===== config.mk =====
export PLATFORM = sky130hd
export DESIGN_NAME = serial_adder_ctrl
export DESIGN_NICKNAME = d
export VERILOG_FILES = /design/src/rtl/serial_adder_ctrl_pkg.sv /design/src/rtl/serial_adder_ctrl_fa_with_d38.sv /design/src/rtl/serial_adder_ctrl.sv
export SDC_FILE = /design/constraint.sdc
export NUM_CORES = 1
export LEC_CHECK = 0
export CORE_UTILIZATION = 40
export DETAILED_ROUTE_END_ITERATION = 10
export SLEW_MARGIN = 30
export SYNTH_ARGS = -nofsm -noshare
export SYNTH_HDL_FRONTEND = slang
export SYNTH_SLANG_ARGS = --single-unit

===== constraint.sdc =====
create_clock -name clk -period 3.4 [get_ports clk]
set_input_delay 0.34 -clock clk [delete_from_list [all_inputs] [get_ports clk]]
set_output_delay 0.34 -clock clk [all_outputs]
set_load 0.01 [all_outputs]

===== src/rtl/serial_adder_ctrl_pkg.sv =====
// Shared definitions for the bit-serial adder controller: FSM encoding,
// default operand width and counter sizing.
package serial_adder_ctrl_pkg;

  localparam int DEFAULT_WIDTH = 8;

  typedef enum logic [1:0] {
    ST_IDLE = 2'd0,
    ST_RUN  = 2'd1,
    ST_DONE = 2'd2
  } state_t;

  // Bit counter must hold WIDTH-1 without wrapping; keep at least one bit.
  function automatic int cnt_width(input int width);
    return (width > 2) ? $clog2(width) : 1;
  endfunction

endpackage


===== src/rtl/serial_adder_ctrl_fa_with_d38.sv =====
// Decoder-based 1-bit full adder: the 3-to-8 decode of {a,b,cin} selects the
// minterms that make up s and c. Purely combinational.
module fa_with_d38 (
  input  logic a,
  input  logic b,
  input  logic cin,
  output logic s,
  output logic c
);

  logic [7:0] dec;

  always_comb begin
    dec = '0;
    dec[{a, b, cin}] = 1'b1;
  end

  assign s = dec[1] | dec[2] | dec[4] | dec[7];
  assign c = dec[3] | dec[5] | dec[6] | dec[7];

endmodule


===== src/rtl/serial_adder_ctrl.sv =====
// Bit-serial WIDTH-bit adder: feeds one operand bit pair per clock, LSB first,
// through a single full-adder cell and presents {cout,sum} with a done pulse.
module serial_adder_ctrl
  import serial_adder_ctrl_pkg::*;
#(
  parameter int WIDTH = DEFAULT_WIDTH
) (
  input  logic             clk,
  input  logic             rst,
  input  logic             start,
  input  logic [WIDTH-1:0] a_in,
  input  logic [WIDTH-1:0] b_in,
  input  logic             cin_in,
  output logic             busy,
  output logic             done,
  output logic [WIDTH-1:0] sum,
  output logic             cout
);

  localparam int CW = cnt_width(WIDTH);
  localparam logic [CW-1:0] LAST = CW'(WIDTH - 1);

  // Valid/ready contract: start is the request, !busy is the ready; a request
  // is taken only on an edge where both are high, and nothing is queued.
  state_t           state;
  state_t           state_next;
  logic [WIDTH-1:0] a_sr;
  logic [WIDTH-1:0] b_sr;
  logic [WIDTH-1:0] s_sr;
  logic             carry;
  logic [CW-1:0]    cnt;
  logic             fa_s;
  logic             fa_c;
  logic             accept;
  logic             last_bit;

  assign accept   = (state == ST_IDLE) && start;
  assign last_bit = (state == ST_RUN) && (cnt == LAST);

  fa_with_d38 u_fa (
    .a   (a_sr[0]),
    .b   (b_sr[0]),
    .cin (carry),
    .s   (fa_s),
    .c   (fa_c)
  );

  always_ff @(posedge clk) begin
    if (rst) begin
      state <= ST_IDLE;
    end else begin
      state <= state_next;
    end
  end

  always_comb begin
    state_next = state;
    case (state)
      ST_IDLE: if (start) state_next = ST_RUN;
      ST_RUN:  if (cnt == LAST) state_next = ST_DONE;
      ST_DONE: state_next = ST_IDLE;
      default: state_next = ST_IDLE;
    endcase
  end

  always_comb begin
    busy = (state != ST_IDLE);
    done = (state == ST_DONE);
  end

  always_ff @(posedge clk) begin
    if (rst) begin
      a_sr  <= '0;
      b_sr  <= '0;
      s_sr  <= '0;
      carry <= 1'b0;
      cnt   <= '0;
      sum   <= '0;
      cout  <= 1'b0;
    end else if (accept) begin
      a_sr  <= a_in;
      b_sr  <= b_in;
      carry <= cin_in;
      cnt   <= '0;
    end else if (state == ST_RUN) begin
      a_sr  <= a_sr >> 1;
      b_sr  <= b_sr >> 1;
      s_sr  <= {fa_s, s_sr[WIDTH-1:1]};
      carry <= fa_c;
      cnt   <= cnt + CW'(1);
      // Result registers change only on the edge that enters DONE.
      if (last_bit) begin
        sum  <= {fa_s, s_sr[WIDTH-1:1]};
        cout <= fa_c;
      end
    end
  end

endmodule


==> summary.txt <==
Layout
  • Final core utilization: 54.28%
  • Multi-input combinational cell area: 757.0 um^2
  • Diode count: 0
  • Fraction of layout cells with a size suffix above 1: 10.28%
  • Area of all sequential standard cells: 760.7 um^2
  • Post-layout net count: 236
  • Number of inserted filler cells in the final layout: 359
  • Layout Area Growth over Synthesis: 26.63%

CTS
  • TritonCTS Sinks: 38
  • Clock root buffer: clkbuf_8
  • Post-CTS Resized: 0
  • Cts bufs inserted: 5
  • Clock-pin slew reported for the worst setup and hold paths after clock tree synthesis: 0.08 ns
  • Post-CTS setup buffers: 0
  • Insertion delay to the later sink of the worst-skew pair: 0.29 ns
  • CTS tree: yes
  • Maximum clock path buffer count: 2
  • H-tree lvl count: 2
  • Number of buffers inserted by hold repair at cts: 0

Power
  • Worst voltage drop across the vdd grid: 0.3021 mV
  • Net Sw Frac: 21.85%
  • Combinational share of power: 10.7%
  • Power density over the cells: 523.2 nW/um^2
  • Total chip power: 1.071 mW
  • Lkg Pwr: 0.7249 nW
  • Clock group share of total power: 44.2%
  • Internal power: 837.0 uW
  • Sequential share of power: 45.2%
  • Net switching power figure: 234.0 uW

Routing
  • Number of routed nets with antenna violations: 0
  • Residual DRC count: 0
  • Post-detailed-route wirelength per cell: 12.71 um
  • 1st-pass router iterations: 4
  • Detailed Route Iter0 Violations: 63
  • Via count: 1364
  • Wire length after detailed routing: 3.330 mm
  • Number of vias per cell after detailed routing: 5.206

Critical path
  • Worst setup startpoint: state[1]$_SDFFE_PP0P_
  • Worst path required time: 3.06 ns
  • Worst Path Buf+Inv: 1
  • Startpoint class of the critical path: flop
  • Setup CP Type: reg2out
  • Biggest fanout along the worst timing path: 13
  • Critical path cell sequence: nor2b_1, clkdlybuf4s50_1
  • Type of element capturing the critical path: output pin
  • Kind of cell with the highest combined delay on the critical path: flip-flops
  • Cell type of the slowest stage on the worst timing path: dfxtp_1
  • Beginning of the worst register-to-register path: state[1]$_SDFFE_PP0P_
  • Delay of the slowest critical-path stage: 0.61 ns
  • Data arrival time of the critical path: 1.64 ns

Min path
  • Startpoint of the lowest-slack hold path: sum[6]$_SDFFE_PP0P_
  • Worst Hold Class: reg2reg

GRT
  • Number of antenna violations at the first check in global routing: 0
  • Global router's overall resource usage: 17.95%
  • Final global-route overflow total: 0
  • Number of global-route vias before repair: 1371
  • Global-route wire length before repair: 5.789 mm
  • Maximum number of pins on one net before global-route repair: 39

Die
  • Row count: 22
  • Placeable Area: 3771 um^2
  • Die Height: 65.57 um
  • Floorplan die width: 65.57 um
  • Count of pins on the block boundary: 31
  • Starting density of the core: 42.87%
  • Area of the die: 4299 um^2

Placed design
  • Placement-stage worst setup slack: 1.379 ns
  • Routability cong.: 0.7755
  • Input/output buffers: 30
  • Total half-perimeter wirelength after legalization and detailed placement: 2.165 mm

Yosys
  • Post-Syn Area per Cell: 8.508 um^2
  • Cell area after synthesis: 1617 um^2
  • Share of the synthesized area in the top cell type: 47.06%
  • Cells after synthesis: 190
  • Most common cell in the synthesized netlist: dfxtp_1
  • Synth Net Count: 213
  • Share of the yosys chip area belonging to registers: 47.06%
  • Primary FF master, synth: dfxtp_1
  • Post-synth top area cell: dfxtp_1
  • EDFF count, synth: 0
  • Most instantiated cells after synthesis: dfxtp_1 (38), nand2_1 (37), a21oi_1 (32), nor2_1 (14), nand3_1 (11)
  • Library cells used by synthesis: 31
  • Share of flip-flops with an asynchronous set or reset after synthesis: 0%
  • Yosys warning total: 0
  • Top area cells in the synthesized netlist: dfxtp_1 (47%), a21oi_1 (9.9%), nand2_1 (8.6%)
  • Number of storage elements in the synthesis netlist: 38

Run
  • Count of max-cap constraint violations: 0

Timing
  • Worst hold slack after final layout: 0.4579 ns
  • Max Transition Viols Final: 0
  • Least-Margin Pin Slew: 0.9091 ns
  • Endpoints failing hold: 0
  • Period utilisation layout: 58.17%
  • Number of failing setup endpoints in the final timing report: 0
  • Maximum frequency from static timing analysis: 0.5056 GHz
  • Slew margin rel.: 39.40%
  • Clock skew: 0.005739 ns
  • Worst-case setup margin in the final layout: 1.422 ns
  • RSZ-0062 raised after global routing: no
  • Accumulated negative setup slack: 0 ns
  • Final worst path period need: 1.978 ns

Status
  • Status: complete, no violations
## final cells by class
| type | count | share of cell area [%] |
|---|---|---|
| flip-flops and latches | 38 | 37.16 |
| multi-input cells | 133 | 36.98 |
| repair buffers | 32 | 15.40 |
| clock buffers | 6 | 4.034 |
| clock inverters | 2 | 2.934 |
| well taps | 48 | 2.934 |
| inverters | 3 | 0.5501 |
## flip-flops by register name, summed over array words and instances, names as in the netlist
signal	flops
a_sr	8
b_sr	8
carry	1
cnt	3
cout	1
s_sr	7
state	2
sum	8
## metrics by stage
| stage | instances | instance area [um^2] |
|---|---|---|
| after CTS | 262 | 2047 |
| after global routing | 262 | 2047 |
| after global placement | 254 | 1904 |
| after floorplan | 190 | 1617 |
| final | 262 | 2047 |
| after detailed placement | 254 | 1904 |
## per-layer routing
metal / routed length (um) / GRT usage, %
met5: 0 / 0
met1: 1594 / 20.92
met2: 1545 / 29.38
met3: 150 / 6.944
met4: 40 / 7.065
## worst reg2reg max path: cells and delay by family (launching register included)
| kind | cells | cell delay, ns |
|---|---|---|
| AND/OR/NAND/NOR | 1 | 0.78 |
| flip-flops | 1 | 0.61 |
| AO/OA/AOI/OAI | 2 | 0.44 |
## power by group through the flow
stage	Clock [mW]	Sequential [mW]	Combinational (mW)
floorplan	0	0.488	0.0842
global placement	0	0.493	0.113
detailed placement	0	0.494	0.115
CTS	0.479	0.484	0.116
global route	0.504	0.487	0.128
finish	0.473	0.484	0.114
## path summary, 6_finish.rpt
check | endpoint | slack (ns) | cells after the start
worst max-delay path | done | 1.42 | 2
worst min-delay path | sum[6]$_SDFFE_PP0P_ | 0.46 | 2
worst max register to register | b_sr[3]$_SDFFE_PP0P_ | 1.48 | 3
worst min register to register | sum[6]$_SDFFE_PP0P_ | 0.46 | 2
## kinds of logic after synthesis
kind of cell,share of synthesized area (%)
AOI/OAI and AO/OA,20.51
xor gates and xnor gates,0.5419
adders and majority gates,2.786
buffers and inverters,6.114
DFF,47.06
muxes,1.238
and+or+nand+nor,21.75
## layout by cell type, fill, tap and decap left out, drive strengths merged
master | netlist | routed
a211oi | 10 | 10
a21oi | 32 | 32
a311oi | 1 | 1
buf | 10 | 2
bufinv | 0 | 2
clkbuf | 6 | 6
clkdlybuf4s50 | 0 | 30
dfxtp | 38 | 38
fa | 1 | 1
ha | 2 | 2
inv | 3 | 3
mux2i | 2 | 2
nand2 | 37 | 37
nand2b | 2 | 2
nand3 | 11 | 11
nand3b | 1 | 1
nor2 | 14 | 14
nor2b | 2 | 2
nor3 | 4 | 4
nor3b | 1 | 1
o21a | 1 | 1
o21ba | 1 | 1
o221a | 3 | 3
o22a | 3 | 3
or2 | 1 | 1
or2b | 1 | 1
or3b | 2 | 2
xnor2 | 1 | 1
No activity file was read; power rests on OpenSTA's default activity.
==> patch 1, RTL diff (same settings) <==
The 3 states of `state_t` get a one-hot encoding in 3 bits.
--- a/src/rtl/serial_adder_ctrl_pkg.sv
+++ b/src/rtl/serial_adder_ctrl_pkg.sv
@@ -5,8 +5,8 @@
   localparam int DEFAULT_WIDTH = 8;
 
-  typedef enum logic [1:0] {
-    ST_IDLE = 2'd0,
-    ST_RUN  = 2'd1,
-    ST_DONE = 2'd2
+  typedef enum logic [2:0] {
+    ST_IDLE = 3'b001,
+    ST_RUN  = 3'b010,
+    ST_DONE = 3'b100
   } state_t;
 
Formal check against the unedited RTL: same outputs for any inputs over 10 cycles, from zero or initial values and one cycle with rst high; not proved beyond that.
==> patch 1 against the original RTL <==
- worst setup slack got worse by 73 ps
- sequential cell count increased by 1
- clock skew decreased by 3.3 ps
- final area decreased by 4.5%
- synthesized cell count decreased by 2.6%
- register-to-register slack improved by 230 ps
- clock power decreased by 41%
- critical path type unchanged
- total power decreased by 19%
- fmax decreased by 3.5%
- wire length decreased by 6.1%
- largest power group unchanged
- area after synthesis decreased by 2.7%
==> patch 1: results (changes against the original RTL) <==
The tightest slew margin relative to the limit is 47.25% (+7.9 points). The width of the die is 64.71 um (-1.3%). Clock-pin slew was measured on the worst setup and hold paths at 70 ps. Minimum setup slack after placement: 1418 ps (+39.44 ps).

Share of flip-flops with an asynchronous set or reset: 0% (unchanged). The highest fanout seen on the critical path was 8 (-5); the number of flops mapped to enable cells by yosys was 0 (unchanged). The worst-case clock skew is 2.394 ps (-3.345 ps). The sequential element share of the synthesized area came out at 49.64% (+2.6 points). The leakage dissipation came out at 0.6855 nW (-5.4%). The class of the worst hold path is flip-flop to flip-flop.

For the worst-skew pair, the clock arrives at the later sink with an insertion delay of 280 ps. In this design, the largest share of critical-path delay is due to buffers and inverters. Number of antenna violations at the first check in global routing: 0 (unchanged). The number of nets in the layout is 233 (-1.3%), and the synthesized netlist net count is 208 (-2.3%). The count of vias placed by the detailed router is 1,296 (-5.0%), and the number of buffers added on ports is 30 (unchanged).

The DRC marker count from the first detailed-route iteration was 53 (-16%). The final weighted congestion of routability-driven global placement was 0.7189 (-7.3%); the HPWL after detailed placement was 2006 um (-7.3%). The largest registers in the layout are a_sr x8, b_sr x8, sum x8. The run finished with clean final reports. Maximum number of pins on one net before global-route repair: 40 (+2.6%). The run gives 1,173 (-14%) as the via count of the first global-routing pass. For the total wirelength of the detailed-routed design, the log shows 3128 um (-6.1%).

Ranked by total cell area, the synthesized netlist is headed by dfxtp_1 (50%), nand2_1 (11%), a21oi_1 (11%), a211oi_1 (5.3%), nor2_1 (3.1%). The largest stage delay on the critical path was 490 ps (-120 ps); the post-CTS resize count was 0 (unchanged). For the number of setup buffers added after CTS, the log shows 0 (unchanged). Share of layout cells above drive strength 1: 5.742% (-4.5 points). Critical path's slowest cell: clkdlybuf4s50_1. The maximum resistive drop on vdd is 0.2257 mV (-25%), and the antenna cell count is 0 (unchanged). The number of buffers added by the clock tree synthesis step was 5 (unchanged); the maximum number of buffers from clock root to sink was 2 (unchanged). The count of different cell masters after synthesis is 25 (-19%).

The total iterations of the first detailed-routing run was 4 (unchanged); the cell count of the worst hold path was 2 (unchanged). For the total global routing track utilization, the log shows 16.16% (-1.8 points). The worst reg2reg path depth works out to 3 (unchanged). Clock tree root buffer cell: clkbuf_8.

Counting instances in the post-synthesis netlist gives the leading cell types as nand2_1 (45), dfxtp_1 (39), a21oi_1 (33), nor2_1 (13), a211oi_1 (11). The wire length of the first global-routing pass was 5175 um (-11%); the number of synthesis warnings was 0 (unchanged). The CTS H-tree depth was 2 (unchanged).
## patch 1: cell type report
class | instances | area [um2]
multi-input cells | 131 | 718.2
clock buffers | 6 | 72.57
fillers | 374 | 1762
well taps | 48 | 60.06
flip-flops and latches | 39 | 780.7
repair buffers | 33 | 322.8
## patch 1: path summary, 6_finish.rpt
path                                end     start  slack (ps)
worst min register to register   sum[0]   s_sr[1]         450
worst min-delay path             sum[0]   s_sr[1]         450
worst max-delay path               busy  state[0]        1350
worst max register to register  a_sr[7]  state[0]        1710
## patch 1: kinds of logic after synthesis
kind of cell	synth area share, %
AND/OR/NAND/NOR	21.96
AO/OA/AOI/OAI	18.62
flip-flops	49.64
buffers and inverters	5.091
adder cells (fa/ha/maj)	2.864
multiplexers	1.273
XOR/XNOR	0.5570
## patch 1: per-layer routing
metal	global-route usage [%]	wire length, um	vias up
met2	27.47	1439	27
met3	4.225	136	5
met4	6.667	42	0
met5	0	0	-
met1	19.08	1511	585
li1	-	-	679
## patch 1: through the flow
| step | std cells | total power [W] | cell area [um2] | hold slack (ps) |
|---|---|---|---|---|
| after floorplan | 185 | 0.0005587 | 1573 | 432.1 |
| after global placement | 251 | 0.0005939 | 1876 | 443.5 |
| after detailed placement | 251 | 0.0005968 | 1882 | 446.5 |
| after CTS | 257 | 0.0008762 | 1954 | 456.5 |
| after global routing | 257 | 0.0009114 | 1954 | 471.1 |
| final | 257 | 0.0008646 | 1954 | 454.7 |
## patch 1: power by group
part	total, W	leakage [nW]	switching, W	internal, W
sequential	0.000490	0.318	0.0000132	0.000477
clock	0.000278	0.0371	0.000142	0.000137
combinational	0.0000962	0.330	0.0000472	0.0000490
## patch 1: worst reg2reg max path, cell delays in order, from the launching register on
cell	delay, ps
dfxtp_1	480
nand4bb_1	680
nand3_1	310
a21oi_1	90
==> patch 2, RTL diff (config.mk and constraints unchanged) <==
Without the edit above. `DEFAULT_WIDTH`: 8 -> 10.
--- a/src/rtl/serial_adder_ctrl_pkg.sv
+++ b/src/rtl/serial_adder_ctrl_pkg.sv
@@ -3,5 +3,5 @@
 package serial_adder_ctrl_pkg;
 
-  localparam int DEFAULT_WIDTH = 8;
+  localparam int DEFAULT_WIDTH = 10;
 
   typedef enum logic [1:0] {
Ports: changed (resized a_in, b_in and sum); port bits go from 31 to 37. No check against the original RTL was run, so the function may have changed too.
==> patch 2 against the original RTL <==
- total power grew 10%
- worst setup slack lost 100 ps
- sequential power grew 23%
- synthesized cell count grew 14%
- combinational power grew 39%
- final area grew 25%
- sequential cell count grew 9
- area after synthesis grew 28%
- wire length grew 17%
- critical endpoint is now sum[3]
- highest routed layer unchanged
==> patch 2: results (changes against the original RTL) <==
The cell total after placement is 306 (+20%), and the share of the synthesized area in compound gates (AO/OA/AOI/OAI) is 25.24% (+4.7 points). The adder-cell share of the synthesized area was 2.169% (-0.62 points); the maximum resistive drop on vdd was 0.2390 mV (-21%). The flow ran to the end, and the final reports show no timing, DRC or antenna violations.

The DRC marker count from the first detailed-route iteration was 85 (+35%). For the number of nets in the layout, the log shows 274 (+16%). The global-route met1 utilization was 21.89% (+0.96 points). The largest registers in the layout are a_sr x10, b_sr x10, sum x10.

In this run the critical register-to-register path is captured at sum[3]. For the total length of routed met3 wires, the log shows 147 um (-2.0%). The slack of the worst reg-to-reg path came out at 1320 ps (-160 ps).

The commonest cells after synthesis are dfxtp_1 (47), nand2_1 (36), a21oi_1 (24), a211oi_2 (15), nor2_1 (13). The number of buffers added on ports is 36 (+20%). After synthesis, the cell types taking the most area are dfxtp_1 (45%), a211oi_2 (9.0%), nand2_1 (6.5%), a21oi_1 (5.8%), a22o_1 (4.2%).

The total global routing track utilization was 16.04% (-1.9 points); the average size of a mapped cell was 9.571 um2 (+12%). The logs give 447 (+25%) for the number of fill cells in the layout and 315 (+20%) for the filler-free cell count of the finished design. Total wirelength of the detailed-routed design: 3904 um (+17%). The met3 track demand over resource is 4.607% (-2.3 points), and the share of layout cells above drive strength 1 is 20.56% (+10 points). The run gives 34 (+9.7%) as the count of different cell masters after synthesis. The final weighted congestion of routability-driven global placement was 0.7248 (-6.5%); the synthesized netlist net count was 244 (+15%). The wire length of the first global-routing pass was 6748 um (+17%). The sequential element share of the synthesized area is 45.30% (-1.8 points).

The mux share of post-synthesis cell area was 0% (-1.2 points). The post-route met1 wirelength came out at 2035 um (+28%). The leakage dissipation came out at 0.8760 nW (+21%). The path with the worst hold slack has its endpoint at state[1].
-- patch 2: worst max-delay path by stage --
stage / start / end / slack (ps) / cells past startpoint
after global routing: state[0] / sum[2] / 1150 / 4
after CTS: state[0] / sum[1] / 1300 / 4
after detailed placement: start / state[0] / 1220 / 5
after global placement: start / state[0] / 1210 / 5
final: state[0] / sum[3] / 1320 / 4
after floorplan: cnt[1] / sum[6] / 2110 / 5
-- patch 2: layout make-up --
cell class                      count  share of cell area, %
Tap cell                           67                  3.289
Sequential cell                    47                  36.92
Multi-Input combinational cell    152                  39.62
Clock inverter                      2                  1.375
Clock buffer                        6                  3.240
Inverter                            1                 0.1473
Timing Repair Buffer               40                  15.41
-- patch 2: cells by family after synthesis --
kind of cell,after synthesis
AOI/OAI and AO/OA,64
xor gates and xnor gates,2
adders and majority gates,3
buffers and inverters,18
DFF,47
and+or+nand+nor,83
-- patch 2: power by group through the flow --
stage | Combinational, W | Clock (W) | Sequential (W)
global placement | 0.000157 | 0 | 0.000610
global route | 0.000177 | 0.000454 | 0.000602
CTS | 0.000158 | 0.000435 | 0.000597
detailed placement | 0.000157 | 0 | 0.000610
finish | 0.000158 | 0.000423 | 0.000597
floorplan | 0.000122 | 0 | 0.000604
-- patch 2: per-stage QoR --
stage               area (um2)  power [W]  setup WS (ps)  util, %
global route              2549   0.001232           1149    52.57
detailed placement        2416  0.0007675           1216    49.83
global placement          2416  0.0007667           1208    49.83
CTS                       2534   0.001190           1295    52.26
finish                    2549   0.001178           1321    52.57
floorplan                 2077  0.0007267           2106        -
-- patch 2: critical path: stages, from the launching register on --
cell and delay [ps]:
dfxtp_1 650, nand2b_4 350, nor3_1 620, buf_4 260, a22o_1 130
